**src/rtl/os_pe_drain.sv**
```systemverilog
// Output-stationary MAC processing element with valid/last tile framing,
// signed/unsigned operand mode, optional saturation and a per-column drain chain.
module os_pe_drain #(
    parameter int IP_DATA_WIDTH = 8,
    parameter int OP_DATA_WIDTH = 32,
    parameter int SATURATE      = 1
) (
    input  logic                     clk,
    input  logic                     rst_n,
    input  logic                     signed_mode,
    input  logic                     in_valid,
    input  logic                     in_last,
    input  logic [IP_DATA_WIDTH-1:0] in_data_0,
    input  logic [IP_DATA_WIDTH-1:0] in_data_1,
    output logic                     out_valid,
    output logic [IP_DATA_WIDTH-1:0] out_data_0,
    output logic [IP_DATA_WIDTH-1:0] out_data_1,
    output logic [OP_DATA_WIDTH-1:0] pe_out_reg,
    output logic                     done,
    output logic                     sat,
    output logic                     overrun,
    input  logic                     drain_en,
    input  logic                     drain_in_valid,
    input  logic [OP_DATA_WIDTH-1:0] drain_in_data,
    output logic                     drain_out_valid,
    output logic [OP_DATA_WIDTH-1:0] drain_out_data
);

    localparam int PW    = 2 * IP_DATA_WIDTH;
    localparam int EXT_W = OP_DATA_WIDTH + 1 - PW;

    typedef enum logic [1:0] {
        ST_ACC  = 2'd0,
        ST_HOLD = 2'd1,
        ST_PASS = 2'd2
    } state_t;

    state_t                     r_state;
    state_t                     w_state_nxt;
    logic                       r_first;
    logic                       r_signed;
    logic                       r_out_valid;
    logic [IP_DATA_WIDTH-1:0]   r_out_d0;
    logic [IP_DATA_WIDTH-1:0]   r_out_d1;
    logic [OP_DATA_WIDTH-1:0]   r_acc;
    logic                       r_done;
    logic                       r_sat;
    logic                       r_overrun;
    logic                       r_drain_vld;
    logic [OP_DATA_WIDTH-1:0]   r_drain_data;

    logic                       w_acc_en;
    logic                       w_load_own;
    logic                       w_pass;
    logic                       w_to_acc;
    logic                       w_overrun_set;

    logic                       w_tile_signed;
    logic signed [IP_DATA_WIDTH:0] w_a_ext;
    logic signed [IP_DATA_WIDTH:0] w_b_ext;
    logic signed [PW-1:0]       w_prod;
    logic [OP_DATA_WIDTH:0]     w_prod_ext;
    logic [OP_DATA_WIDTH:0]     w_acc_ext;
    logic [OP_DATA_WIDTH:0]     w_sum;
    logic                       w_ovf;
    logic [OP_DATA_WIDTH-1:0]   w_acc_nxt;

    // Overflow of the OP_DATA_WIDTH+1 bit sum: carry-out when unsigned,
    // disagreement of the two top bits when signed.
    function automatic logic f_overflow(input logic [OP_DATA_WIDTH:0] sum,
                                        input logic is_signed);
        if (is_signed)
            return sum[OP_DATA_WIDTH] ^ sum[OP_DATA_WIDTH-1];
        return sum[OP_DATA_WIDTH];
    endfunction

    function automatic logic [OP_DATA_WIDTH-1:0] f_resolve(input logic [OP_DATA_WIDTH:0] sum,
                                                           input logic is_signed,
                                                           input logic ovf);
        if (!ovf || (SATURATE == 0))
            return sum[OP_DATA_WIDTH-1:0];
        if (!is_signed)
            return {OP_DATA_WIDTH{1'b1}};
        // Sign of the true result is the extra top bit.
        if (sum[OP_DATA_WIDTH])
            return {1'b1, {(OP_DATA_WIDTH-1){1'b0}}};
        return {1'b0, {(OP_DATA_WIDTH-1){1'b1}}};
    endfunction

    // Signedness is latched on the first pair of a tile; that pair uses the live input.
    assign w_tile_signed = r_first ? signed_mode : r_signed;
    assign w_a_ext       = {w_tile_signed & in_data_0[IP_DATA_WIDTH-1], in_data_0};
    assign w_b_ext       = {w_tile_signed & in_data_1[IP_DATA_WIDTH-1], in_data_1};
    assign w_prod        = w_a_ext * w_b_ext;
    assign w_prod_ext    = {{EXT_W{w_tile_signed & w_prod[PW-1]}}, w_prod};
    assign w_acc_ext     = r_first ? '0 : {w_tile_signed & r_acc[OP_DATA_WIDTH-1], r_acc};
    assign w_sum         = w_acc_ext + w_prod_ext;
    assign w_ovf         = f_overflow(w_sum, w_tile_signed);
    assign w_acc_nxt     = f_resolve(w_sum, w_tile_signed, w_ovf);

    always_ff @(posedge clk or negedge rst_n) begin
        if (!rst_n)
            r_state <= ST_ACC;
        else
            r_state <= w_state_nxt;
    end

    always_comb begin
        w_state_nxt   = r_state;
        w_acc_en      = 1'b0;
        w_load_own    = 1'b0;
        w_pass        = 1'b0;
        w_to_acc      = 1'b0;
        w_overrun_set = 1'b0;
        case (r_state)
            ST_ACC: begin
                if (in_valid) begin
                    w_acc_en = 1'b1;
                    if (in_last)
                        w_state_nxt = ST_HOLD;
                end
            end
            ST_HOLD: begin
                w_overrun_set = in_valid;
                if (drain_en) begin
                    w_load_own  = 1'b1;
                    w_state_nxt = ST_PASS;
                end
            end
            ST_PASS: begin
                w_overrun_set = in_valid;
                if (drain_en) begin
                    w_pass = 1'b1;
                end else begin
                    w_to_acc    = 1'b1;
                    w_state_nxt = ST_ACC;
                end
            end
            default: w_state_nxt = ST_ACC;
        endcase
    end

    // Operand forwarding runs independently of the FSM state.
    always_ff @(posedge clk or negedge rst_n) begin
        if (!rst_n) begin
            r_out_valid <= 1'b0;
            r_out_d0    <= '0;
            r_out_d1    <= '0;
        end else begin
            r_out_valid <= in_valid;
            if (in_valid) begin
                r_out_d0 <= in_data_0;
                r_out_d1 <= in_data_1;
            end
        end
    end

    always_ff @(posedge clk or negedge rst_n) begin
        if (!rst_n) begin
            r_acc     <= '0;
            r_first   <= 1'b1;
            r_signed  <= 1'b0;
            r_done    <= 1'b0;
            r_sat     <= 1'b0;
            r_overrun <= 1'b0;
        end else begin
            if (w_acc_en) begin
                r_acc   <= w_acc_nxt;
                r_sat   <= (r_first ? 1'b0 : r_sat) | w_ovf;
                r_first <= 1'b0;
                if (r_first)
                    r_signed <= signed_mode;
                if (in_last)
                    r_done <= 1'b1;
            end
            if (w_load_own)
                r_done <= 1'b0;
            if (w_to_acc)
                r_first <= 1'b1;
            if (w_overrun_set)
                r_overrun <= 1'b1;
        end
    end

    // Drain chain: own result on the first drain cycle, then one stage of pass-through.
    always_ff @(posedge clk or negedge rst_n) begin
        if (!rst_n) begin
            r_drain_vld  <= 1'b0;
            r_drain_data <= '0;
        end else begin
            r_drain_vld <= w_load_own | (w_pass & drain_in_valid);
            if (w_load_own)
                r_drain_data <= r_acc;
            else if (w_pass)
                r_drain_data <= drain_in_data;
        end
    end

    assign out_valid       = r_out_valid;
    assign out_data_0      = r_out_d0;
    assign out_data_1      = r_out_d1;
    assign pe_out_reg      = r_acc;
    assign done            = r_done;
    assign sat             = r_sat;
    assign overrun         = r_overrun;
    assign drain_out_valid = r_drain_vld;
    assign drain_out_data  = r_drain_data;

endmodule

```
**config.mk**
```make
export PLATFORM = sky130hd
export DESIGN_NAME = os_pe_drain
export DESIGN_NICKNAME = d
export VERILOG_FILES = /design/src/rtl/os_pe_drain.sv
export SDC_FILE = /design/constraint.sdc
export NUM_CORES = 1
export LEC_CHECK = 0
export BUFFER_PORTS_ARGS = -buffer_cell sky130_fd_sc_hd__buf_4
export CAP_MARGIN = 20
export CORE_MARGIN = 10
export CORE_UTILIZATION = 36
export CTS_CLUSTER_DIAMETER = 60
export DETAILED_ROUTE_END_ITERATION = 12
export GPL_ROUTABILITY_DRIVEN = 0
export PLACE_DENSITY_LB_ADDON = 0.12
export SLEW_MARGIN = 40
export SYNTH_ARGS = -nofsm -noshare
export SYNTH_HDL_FRONTEND = slang
export SYNTH_SLANG_ARGS = --single-unit
```
**constraint.sdc**
```tcl
create_clock -name clk -period 11.39 [get_ports clk]
set_input_delay 1.7085 -clock clk [delete_from_list [all_inputs] [get_ports clk]]
set_output_delay 1.7085 -clock clk [all_outputs]
set_load 0.005 [all_outputs]
```
==> flow_summary.yaml <==
outcome:
  status: "completed"
critical_path:
  r2r_cells: 34
  critPathKind: "in2reg"
  crit_top_cell: "fa_1"
  critical_path.max_fanout: 13
  reg2reg_to: "pe_out_reg[2]"
  r2r_setup_slack_ns: 1.84
  critPathMaxStageDelay_ns: 0.72
  crit_start: "signed_mode"
  arrival_ns: 10.53
  worstPathRequired_ns: 11.61
  end_kind: "flip-flop"
  r2r_start: "r_first"
  cp-start-kind: "input pin"
  cpMaxStageDelayCell: "a2111oi_0"
cts:
  cts_resized: 0
  path_clk_slew_ns: 0.08
  clock-sinks: 89
  holdBufCountCts: 0
  h-tree-depth: 3
  post_cts_buffers: 0
  insertion_delay_ns: 0.36
  cts_root_buf: "clkbuf_16"
  cts_tree: "yes"
  cts_buffers: 9
  clockBufferDepth: 2
sta:
  fin_setup_tns_ns: 0
  drv_slew: 0
  fmax_ghz: 0.0970
  finalSetupViolCount: 0
  slew_headroom_pct: 45.0
  clock_skew_ns: 0.00836
  hold_viol: 0
  period_minus_slack_ns: 10.31
  finalWorstSetupSlack_ns: 1.08
  layout_worst_path_cycle_share_pct: 90.5
  grt_setup_unrepaired: "no"
  tightest_slew_ns: 0.804
detailed_routing:
  routed.top_layer: "met4"
  via_count: 7244
  detail-route-antenna-nets: 0
  drc: 0
  wl_um: 24300
  vias_per_cell: 5.03
  wl_met3_um: 975
  wl_met2_um: 11900
  wl_per_cell_um: 16.9
  drt_iter0_markers: 434
  drt-met1-wl_um: 11200
  firstDrtPassIters: 5
yosys:
  ys_async_sr_fraction_pct: 100
  netlist_area_um2: 9010
  muxShareOfSynthArea_pct: 6.51
  synthTopCellsByCount: "nand2_1, inv_1, dfrtp_1"
  synth_warnings: 0
  synth-seq-cells: 89
  synthFlopType: "dfrtp_1"
  synthTopCellsByArea: "dfrtp_1, fa_1, ha_1"
  synthesis.nets: 1186
  synthAdderAreaFrac_pct: 22.9
  synthSimpleGateAreaFrac_pct: 15.8
  ys_seq_area_share_pct: 24.7
  synth_top_family_by_area: "adder cells"
  synth_cell_types: 69
  synthXorXnorAreaFrac_pct: 5.16
  synth_cells: 1006
  synth_top_area_cell: "dfrtp_1"
  synth_edf_count: 0
  avgSynthCellArea_um2: 8.96
  synth_top_area_share_pct: 24.4
  synth-compound-area-share_pct: 17.8
  yosysMostFrequentCell: "nand2_1"
worst_hold_path:
  min_to: "drain_out_data[19]"
  hold_class: "reg2reg"
  holdPathStages: 2
  hp-start: "drain_out_data[19]"
final_layout:
  final_layout_size_suffix_gt1_share_pct: 20.9
  syn_to_final_growth_pct: 17.8
  n_fill_cell: 2458
  nNetsFinal: 1292
  n_antenna_cell: 0
floorplanning:
  initial_core_util_pct: 36.8
  fp.dieH_um: 178
  rows: 57
  die_width_um: 178
  coreArea_um2: 24500
  ios: 140
  die_area_um2: 31800
placed_design:
  numPortBuffers: 139
  hpwl_um: 18700
  pre_cts_ws_ns: 0.685
global_routing:
  track_usage_pct: 15.7
  grt_pass1_vias: 7710
  antenna_found_initial: 0
  grt_pass1_wl_um: 40500
  gr-total-overflow: 0
  grt_max_degree: 64
run:
  maxCapViolations: 0
placed cells by master (no fill, tap or decap), types with 10 or more instances in the layout:
| cell type | synthesis | routed |
|---|---|---|
| a21o_1 | 18 | 18 |
| a21oi_1 | 37 | 37 |
| a31oi_1 | 11 | 11 |
| and2_1 | 38 | 37 |
| buf_4 | 2 | 148 |
| dfrtp_1 | 88 | 88 |
| fa_1 | 64 | 64 |
| ha_1 | 61 | 61 |
| inv_1 | 100 | 100 |
| mux2_2 | 18 | 18 |
| mux2i_1 | 37 | 37 |
| nand2_1 | 104 | 103 |
| nor2_1 | 75 | 75 |
| nor2b_1 | 28 | 28 |
| o21ai_0 | 84 | 84 |
| o21bai_1 | 10 | 10 |
| o22ai_2 | 26 | 26 |
| xnor2_1 | 39 | 39 |
area by class of cell:
type,instances,area (um2),area share (%)
Sequential cell,89,2230,21.0
Multi-Input combinational cell,762,6180,58.2
Tap cell,324,405,3.82
Timing Repair Buffer,149,1130,10.7
Clock inverter,7,73.8,0.695
Clock buffer,9,225,2.12
Inverter,101,379,3.57
worst max-delay path by stage:
stage                     depth (start not counted)  slack (ns)             end
after floorplan                                  34        1.27  pe_out_reg[10]
after global placement                           35        0.67  pe_out_reg[24]
after detailed placement                         35        0.69  pe_out_reg[20]
after CTS                                        35        1.05  pe_out_reg[10]
after global routing                             35        0.49   pe_out_reg[9]
final                                            34        1.08   pe_out_reg[2]
per-layer routing:
layer,up-vias,global-route usage [%]
met5,-,0
met2,118,26.6
li1,3595,-
met3,21,2.73
met1,3510,20.5
met4,0,3.48
worst max-delay path: cells and delay by family:
kind	cells	cell delay (ns)
adder cells (fa/ha/maj)	7	3.30
AO/OA/AOI/OAI	13	2.76
AND/OR/NAND/NOR	6	1.56
buffers and inverters	6	0.55
XOR/XNOR	2	0.62
cell families after synthesis:
kind of cell	after synthesis
adders and majority gates	127
muxes	56
xor gates and xnor gates	48
DFF	89
AOI/OAI and AO/OA	231
buffers and inverters	155
and+or+nand+nor	300
per-stage QoR:
stage	hold slack (ns)	std cells	utilization, %	instance area [um2]
finish	0.482	1441	43.4	10600
global route	0.516	1441	43.4	10600
CTS	0.489	1441	43.4	10600
detailed placement	0.472	1425	42.2	10300
global placement	0.464	1425	42.1	10300
floorplan	0.451	1006	-	9010
Power is left out: the tool's default activity adds up to more than one toggle a clock period on the data nets, which glitch-free logic cannot reach.
